--- config.mk ---
export PLATFORM = sky130hd
export DESIGN_NAME = l2_tcdm_bank_ctrl
export DESIGN_NICKNAME = d
export VERILOG_FILES = /design/src/rtl/l2_tcdm_pkg.sv /design/src/rtl/l2_tcdm_addr_dec.sv /design/src/rtl/l2_tcdm_bank_ctrl.sv
export SDC_FILE = /design/constraint.sdc
export NUM_CORES = 1
export LEC_CHECK = 0
export CAP_MARGIN = 20
export CORE_AREA = 3 3 114 116
export CTS_CLUSTER_DIAMETER = 150
export DETAILED_ROUTE_END_ITERATION = 16
export DIE_AREA = 0 0 117 119
export PLACE_DENSITY_LB_ADDON = 0.2
export SYNTH_ARGS = -nofsm -noshare
export SYNTH_HDL_FRONTEND = slang
export SYNTH_SLANG_ARGS = --single-unit
export TNS_END_PERCENT = 100
--- constraint.sdc ---
create_clock -name clk_i -period 4.2 [get_ports clk_i]
set_input_delay 0.63 -clock clk_i [delete_from_list [all_inputs] [get_ports clk_i]]
set_output_delay 0.63 -clock clk_i [all_outputs]
set_load 0.005 [all_outputs]
--- src/rtl/l2_tcdm_pkg.sv ---
// Shared types and constants for the L2 TCDM bank controller.
//   l2_state_e   : controller state (CLEAR = zero-fill sweep, READY = normal access)
//   L2_ERR_RDATA : read data returned with an error response
//   l2_idx_w()   : width of an index selecting one of n items (at least 1 bit)
package l2_tcdm_pkg;

   typedef enum logic {
      CLEAR = 1'b0,
      READY = 1'b1
   } l2_state_e;

   localparam logic [31:0] L2_ERR_RDATA = 32'hBADA_CCE5;

   function automatic int unsigned l2_idx_w(input int unsigned n);
      return (n > 1) ? $clog2(n) : 1;
   endfunction

endpackage

--- src/rtl/l2_tcdm_addr_dec.sv ---
// Combinational decode of a TCDM byte address into a word-interleaved
// bank index and row address.
//   add_i  : request byte address
//   bank_o : bank index (low word-offset bits)
//   row_o  : row inside the bank
//   oor_o  : address below BASE_ADDR or beyond the last word of the last bank
module l2_tcdm_addr_dec
   import l2_tcdm_pkg::*;
#(
   parameter int unsigned NB_BANKS  = 4,
   parameter int unsigned BANK_SIZE = 32768,
   parameter logic [31:0] BASE_ADDR = 32'h1C00_0000
) (
   input  logic [31:0]                        add_i,
   output logic [l2_idx_w(NB_BANKS)-1:0]      bank_o,
   output logic [l2_idx_w(BANK_SIZE)-1:0]     row_o,
   output logic                               oor_o
);

   localparam int unsigned BW = l2_idx_w(NB_BANKS);
   localparam int unsigned RW = l2_idx_w(BANK_SIZE);
   // Size of the whole region in bytes, kept in 33 bits so the compare
   // cannot overflow for the largest legal configuration.
   localparam logic [32:0] LIMIT_B = 33'(NB_BANKS) * 33'(BANK_SIZE) * 33'd4;

   logic [31:0] w_diff;

   assign w_diff = add_i - BASE_ADDR;

   // Comparing the byte difference against the byte size is equivalent to
   // comparing the word offset against the word count, since the base is
   // word aligned; a wrapped subtraction is caught by the explicit compare.
   assign oor_o  = (add_i < BASE_ADDR) || ({1'b0, w_diff} >= LIMIT_B);
   assign bank_o = w_diff[BW+1:2];
   assign row_o  = w_diff[BW+RW+1:BW+2];

endmodule

--- src/rtl/l2_tcdm_bank_ctrl.sv ---
// TCDM slave in front of NB_BANKS single-port SRAM macros, word interleaved.
//   clk_i, rst_ni       : clock, asynchronous active-low reset
//   req_i .. wdata_i    : TCDM request (wen_i = 1 read, 0 write)
//   gnt_o               : grant, same cycle as request when READY
//   r_valid_o/r_rdata_o/r_opc_o : response one cycle after grant
//   busy_o              : post-reset zero-fill in progress
//   bank_*_o            : shared SRAM control; bank_csn_o is per bank
//   bank_rdata_i        : per-bank read data, valid the cycle after a read
module l2_tcdm_bank_ctrl
   import l2_tcdm_pkg::*;
#(
   parameter int unsigned NB_BANKS       = 4,
   parameter int unsigned BANK_SIZE      = 32768,
   parameter logic [31:0] BASE_ADDR      = 32'h1C00_0000,
   parameter bit          CLEAR_ON_RESET = 1'b1
) (
   input  logic                              clk_i,
   input  logic                              rst_ni,
   input  logic                              req_i,
   input  logic [31:0]                       add_i,
   input  logic                              wen_i,
   input  logic [3:0]                        be_i,
   input  logic [31:0]                       wdata_i,
   output logic                              gnt_o,
   output logic                              r_valid_o,
   output logic [31:0]                       r_rdata_o,
   output logic                              r_opc_o,
   output logic                              busy_o,
   output logic [NB_BANKS-1:0]               bank_csn_o,
   output logic                              bank_wen_o,
   output logic [l2_idx_w(BANK_SIZE)-1:0]    bank_add_o,
   output logic [3:0]                        bank_be_o,
   output logic [31:0]                       bank_wdata_o,
   input  logic [NB_BANKS*32-1:0]            bank_rdata_i
);

   localparam int unsigned BW = l2_idx_w(NB_BANKS);
   localparam int unsigned RW = l2_idx_w(BANK_SIZE);

   l2_state_e    r_state;
   logic [RW-1:0] r_cnt;
   logic          r_vld;
   logic          r_err;
   logic          r_rd;
   logic [BW-1:0] r_bank;

   logic [BW-1:0] w_bank;
   logic [RW-1:0] w_row;
   logic          w_oor;
   logic          w_gnt;
   logic [31:0]   w_bank_rdata [NB_BANKS];

   l2_tcdm_addr_dec #(
      .NB_BANKS  (NB_BANKS),
      .BANK_SIZE (BANK_SIZE),
      .BASE_ADDR (BASE_ADDR)
   ) u_addr_dec (
      .add_i  (add_i),
      .bank_o (w_bank),
      .row_o  (w_row),
      .oor_o  (w_oor)
   );

   for (genvar g = 0; g < NB_BANKS; g++) begin : g_rdata
      assign w_bank_rdata[g] = bank_rdata_i[g*32 +: 32];
   end

   // Request / bank side is combinational. Gating with rst_ni makes every
   // output show its reset value for as long as reset is held.
   assign w_gnt  = rst_ni && (r_state == READY) && req_i;
   assign gnt_o  = w_gnt;
   assign busy_o = (r_state == CLEAR);

   always_comb begin
      bank_csn_o   = '1;
      bank_wen_o   = 1'b1;
      bank_add_o   = '0;
      bank_be_o    = 4'h0;
      bank_wdata_o = 32'h0;
      if (rst_ni && (r_state == CLEAR)) begin
         bank_csn_o = '0;
         bank_wen_o = 1'b0;
         bank_add_o = r_cnt;
         bank_be_o  = 4'hF;
      end else if (w_gnt && !w_oor) begin
         bank_csn_o[w_bank] = 1'b0;
         bank_wen_o         = wen_i;
         bank_add_o         = w_row;
         bank_be_o          = be_i;
         bank_wdata_o       = wdata_i;
      end
   end

   // FSM, clear row counter and response stage.
   always_ff @(posedge clk_i or negedge rst_ni) begin
      if (!rst_ni) begin
         r_state <= CLEAR_ON_RESET ? CLEAR : READY;
         r_cnt   <= '0;
         r_vld   <= 1'b0;
         r_err   <= 1'b0;
         r_rd    <= 1'b0;
         r_bank  <= '0;
      end else begin
         case (r_state)
            CLEAR: begin
               r_vld <= 1'b0;
               r_cnt <= r_cnt + RW'(1);
               if (r_cnt == RW'(BANK_SIZE - 1)) begin
                  r_state <= READY;
               end
            end
            READY: begin
               r_vld <= req_i;
               if (req_i) begin
                  r_err  <= w_oor;
                  r_rd   <= wen_i;
                  r_bank <= w_bank;
               end
            end
         endcase
      end
   end

   assign r_valid_o = r_vld;
   assign r_opc_o   = r_vld && r_err;

   always_comb begin
      r_rdata_o = 32'h0;
      if (r_vld) begin
         if (r_err) begin
            r_rdata_o = L2_ERR_RDATA;
         end else if (r_rd) begin
            r_rdata_o = w_bank_rdata[r_bank];
         end
      end
   end

endmodule

==> run_results.csv <==
group,metric,value,unit
yosys,synth_cells,298,
floorplan,ioPinCount,292,
setup_path,crit_path_end,"bank_wdata_o[2]",
detailed_routing,route.detailed.drc,0,
yosys,synth-seq-area-share,19.8,%
place,dp.cells,711,
grt,antenna_found_initial,0,
detailed_routing,drt-met1-wl,4800,um
detailed_routing,via_count,3474,
job,cap_violations,0,
clock_network,cts_num_sinks,21,
yosys,ys_types,34,
cells_and_area,finalNonFillerCells,715,
yosys,synth-compound-area-share,8.00,%
yosys,synth_xor_xnor_area_share,4.61,%
floorplan,rows,40,
yosys,syn_area_per_cell,8.92,um2
cells_and_area,fill_cells,1148,
yosys,synthAdderAreaFrac,0.471,%
place,place_ws,621,ps
min_path,min_path_type,"reg2reg",
floorplan,fp.dieW,117,um
detailed_routing,drt-total-wl,12900,um
yosys,synthFlopType,"dfrtp_1",
outcome,status,"finished clean",
yosys,synth_fp_nets,499,
pwr,power.density,113,nW/um2
clock_network,clk_path_buf_depth,2,
detailed_routing,routed_via_density,4.86,
clock_network,hold_buffers,0,
yosys,synth_area,2660,um2
place,port_buffers,289,
yosys,synth_seq_cells,21,
setup_path,cp-start-kind,"input pin",
setup_path,cp.required,3570,ps
cells_and_area,layout-drive-gt1-share,10.0,%
sta,hold_viol_final,0,
yosys,synth-edff-count,0,
pwr,p_leak,0.00209,uW
grt,grt_pass1_vias,3572,
sta,max_slew_margin,49.6,%
yosys,ys_warn_count,0,
detailed_routing,wl_per_cell,18.0,um
sta,fin_hold_ws,507,ps
clock_network,root_buffer,"clkbuf_16",
setup_path,endpoint_kind,"output port",
yosys,synth_simple_gate_area_share,30.5,%
min_path,hold_start,"r_bank[1]",
floorplan,initial_core_util,22.1,%
sta,fin_crit,3550,ps
floorplan,coreArea,12000,um2
setup_path,worstPathArrival,2920,ps
sta,finalClockSkew,0.706,ps
detailed_routing,dr_wl_met2,6740,um
sta,timing.final.ws_setup,649,ps
cells_and_area,area_growth_syn_to_layout,115,%
setup_path,path_max_fanout,32,
clock_network,cts_htree_levels,1,
grt,track_usage,17.2,%
yosys,synth_top_family_by_area,"simple AND/OR/NAND/NOR gates",
cells_and_area,antenna_cells,0,
detailed_routing,top_layer,"met4",
sta,slew_viol_final,0,
detailed_routing,first_pass_iters,4,
sta,rsz0062_at_grt,"no",
clock_network,cts_made_buffers,3,
grt,grt_max_degree,37,
detailed_routing,ant_nets,0,
setup_path,slowest_delay,520,ps
floorplan,die-area,13900,um2
grt,grt_overflow_total,0,
floorplan,die_h,119,um
setup_path,worst-setup-path-type,"in2out",
setup_path,slowest_stage,"clkdlybuf4s50_1",
sta,min_period_over_period,84.5,%
cells_and_area,finish.utilization,47.6,%
sta,fin_tns_setup,0,ps
setup_path,rr_worst_depth,3,
setup_path,critPathLaunch,"req_i",
yosys,synth_mux_area_share,28.8,%
clock_network,cts_tree,"yes",
sta,clock.fmax,282,MHz
sta,worstMarginPinSlew,755,ps
cells_and_area,multi_input_area,1920,um2
clock_network,clkTransAtPathRegs,60,ps
clock_network,cts.repair.resized,0,
setup_path,r2r_slack,2780,ps
setup_path,path_cells,"clkdlybuf4s50_1 -> nand3_1 -> inv_2 -> buf_4 -> nand3_1 -> nor2_1 -> clkdlybuf4s50_1",
place,post-dp-hpwl,10400,um
clock_network,postCtsSetupRepairBufs,0,
place,gp_congestion,0.855,
cells_and_area,seq_area,527,um2
grt,grt_pass1_wl,19300,um
detailed_routing,dr.first_iter.drc_count,189,
yosys,synthArstFlopShare,100,%
setup_path,reg2reg_from,"r_state",
sta,setup_viol,0,
setup_path,rr_endpoint,"r_cnt[13]",
cells_and_area,fin_nets,770,
detailed_routing,wl_met3,1300,um
clock_network,clock_latency,250,ps
pwr,ir_drop,133,uV
registers in the layout, indices dropped and copies added, names as in the netlist:
name / cells
r_state: 1
r_valid_o: 1
r_rd: 1
r_cnt: 15
r_bank: 2
r_err: 1
cell families (layout without fill, tap and decap cells):
family                   Yosys count  count (layout)
flip-flops                        21              21
buffers and inverters             40             310
XOR/XNOR                          14              14
multiplexers                      36              36
AO/OA/AOI/OAI                     26              26
adder cells (fa/ha/maj)            1               1
AND/OR/NAND/NOR                  160             160
layer usage:
layer | GRT usage (%) | up-vias
met5 | 0 | -
met4 | 1.51 | 0
met3 | 3.96 | 6
met2 | 32.9 | 175
met1 | 19.9 | 1645
li1 | - | 1648
area by class of cell:
type | instances | area share, %
timing repair buffer | 299 | 52.1
inverter | 7 | 0.459
clock buffer | 3 | 1.31
tap | 147 | 3.22
clock inverter | 1 | 0.0875
multi-input combinational | 237 | 33.6
sequential | 21 | 9.21
layout by cell type, fill, tap and decap left out:
cell type,instances
a21oi_1,4
a32o_1,15
a41oi_1,1
and4_1,1
and4b_1,1
buf_12,1
buf_4,9
clkbuf_16,3
clkdlybuf4s50_1,289
clkinv_2,1
dfrtp_1,20
dfrtp_2,1
ha_1,1
inv_1,6
inv_2,1
mux2_2,4
mux4_2,32
nand2_1,31
nand2b_1,1
nand3_1,55
nand3b_1,2
nand4_1,2
nand4_2,1
nand4_4,1
nand4b_2,1
nor2_1,37
nor2b_1,14
nor3_1,5
nor3b_1,2
nor4_1,4
nor4_2,2
o21ai_0,5
o41ai_1,1
xnor2_1,4
xor2_1,10
worst max-delay path, delay by kind of cell:
| kind | cells | cell delay (ps) |
|---|---|---|
| buffers and inverters | 4 | 1860 |
| and+or+nand+nor | 3 | 420 |
Yosys cell counts (4+ instances only):
master / count / area (um2)
nor3_1: 5 / 25.0
nand3_1: 55 / 275
buf_2: 17 / 85.1
a21oi_1: 4 / 20.0
nor2b_1: 14 / 87.6
mux4_2: 32 / 721
nand2_1: 31 / 116
mux2_2: 4 / 45.0
buf_6: 4 / 45.0
xnor2_1: 4 / 35.0
a32o_1: 15 / 150
inv_1: 6 / 22.5
nor4_1: 4 / 25.0
nor2_1: 37 / 139
o21ai_0: 5 / 25.0
clkbuf_1: 8 / 30.0
xor2_1: 10 / 87.6
dfrtp_1: 21 / 526
worst min-delay path by stage:
stage	end	slack, ps	cells after the start
floorplan	r_bank[0]	330	0
finish	r_bank[1]	510	1
global route	r_cnt[10]	530	1
CTS	r_bank[1]	510	1
global placement	r_bank[1]	490	1
detailed placement	r_bank[1]	500	1
through the flow:
| step | area, um2 | total power [uW] |
|---|---|---|
| 2_1_floorplan | 2660 | 245 |
| 3_3_place_gp | 5640 | 447 |
| 3_5_place_dp | 5640 | 451 |
| 4_1_cts | 5720 | 652 |
| 5_1_grt | 5720 | 672 |
| 6_report | 5720 | 646 |
where the power goes:
| group | switching, uW | total (uW) | internal, uW |
|---|---|---|---|
| Combinational | 50.1 | 245 | 195 |
| Clock | 70.6 | 198 | 128 |
| Sequential | 0 | 202 | 202 |
Note: power is estimated with default switching activity, not from simulation.
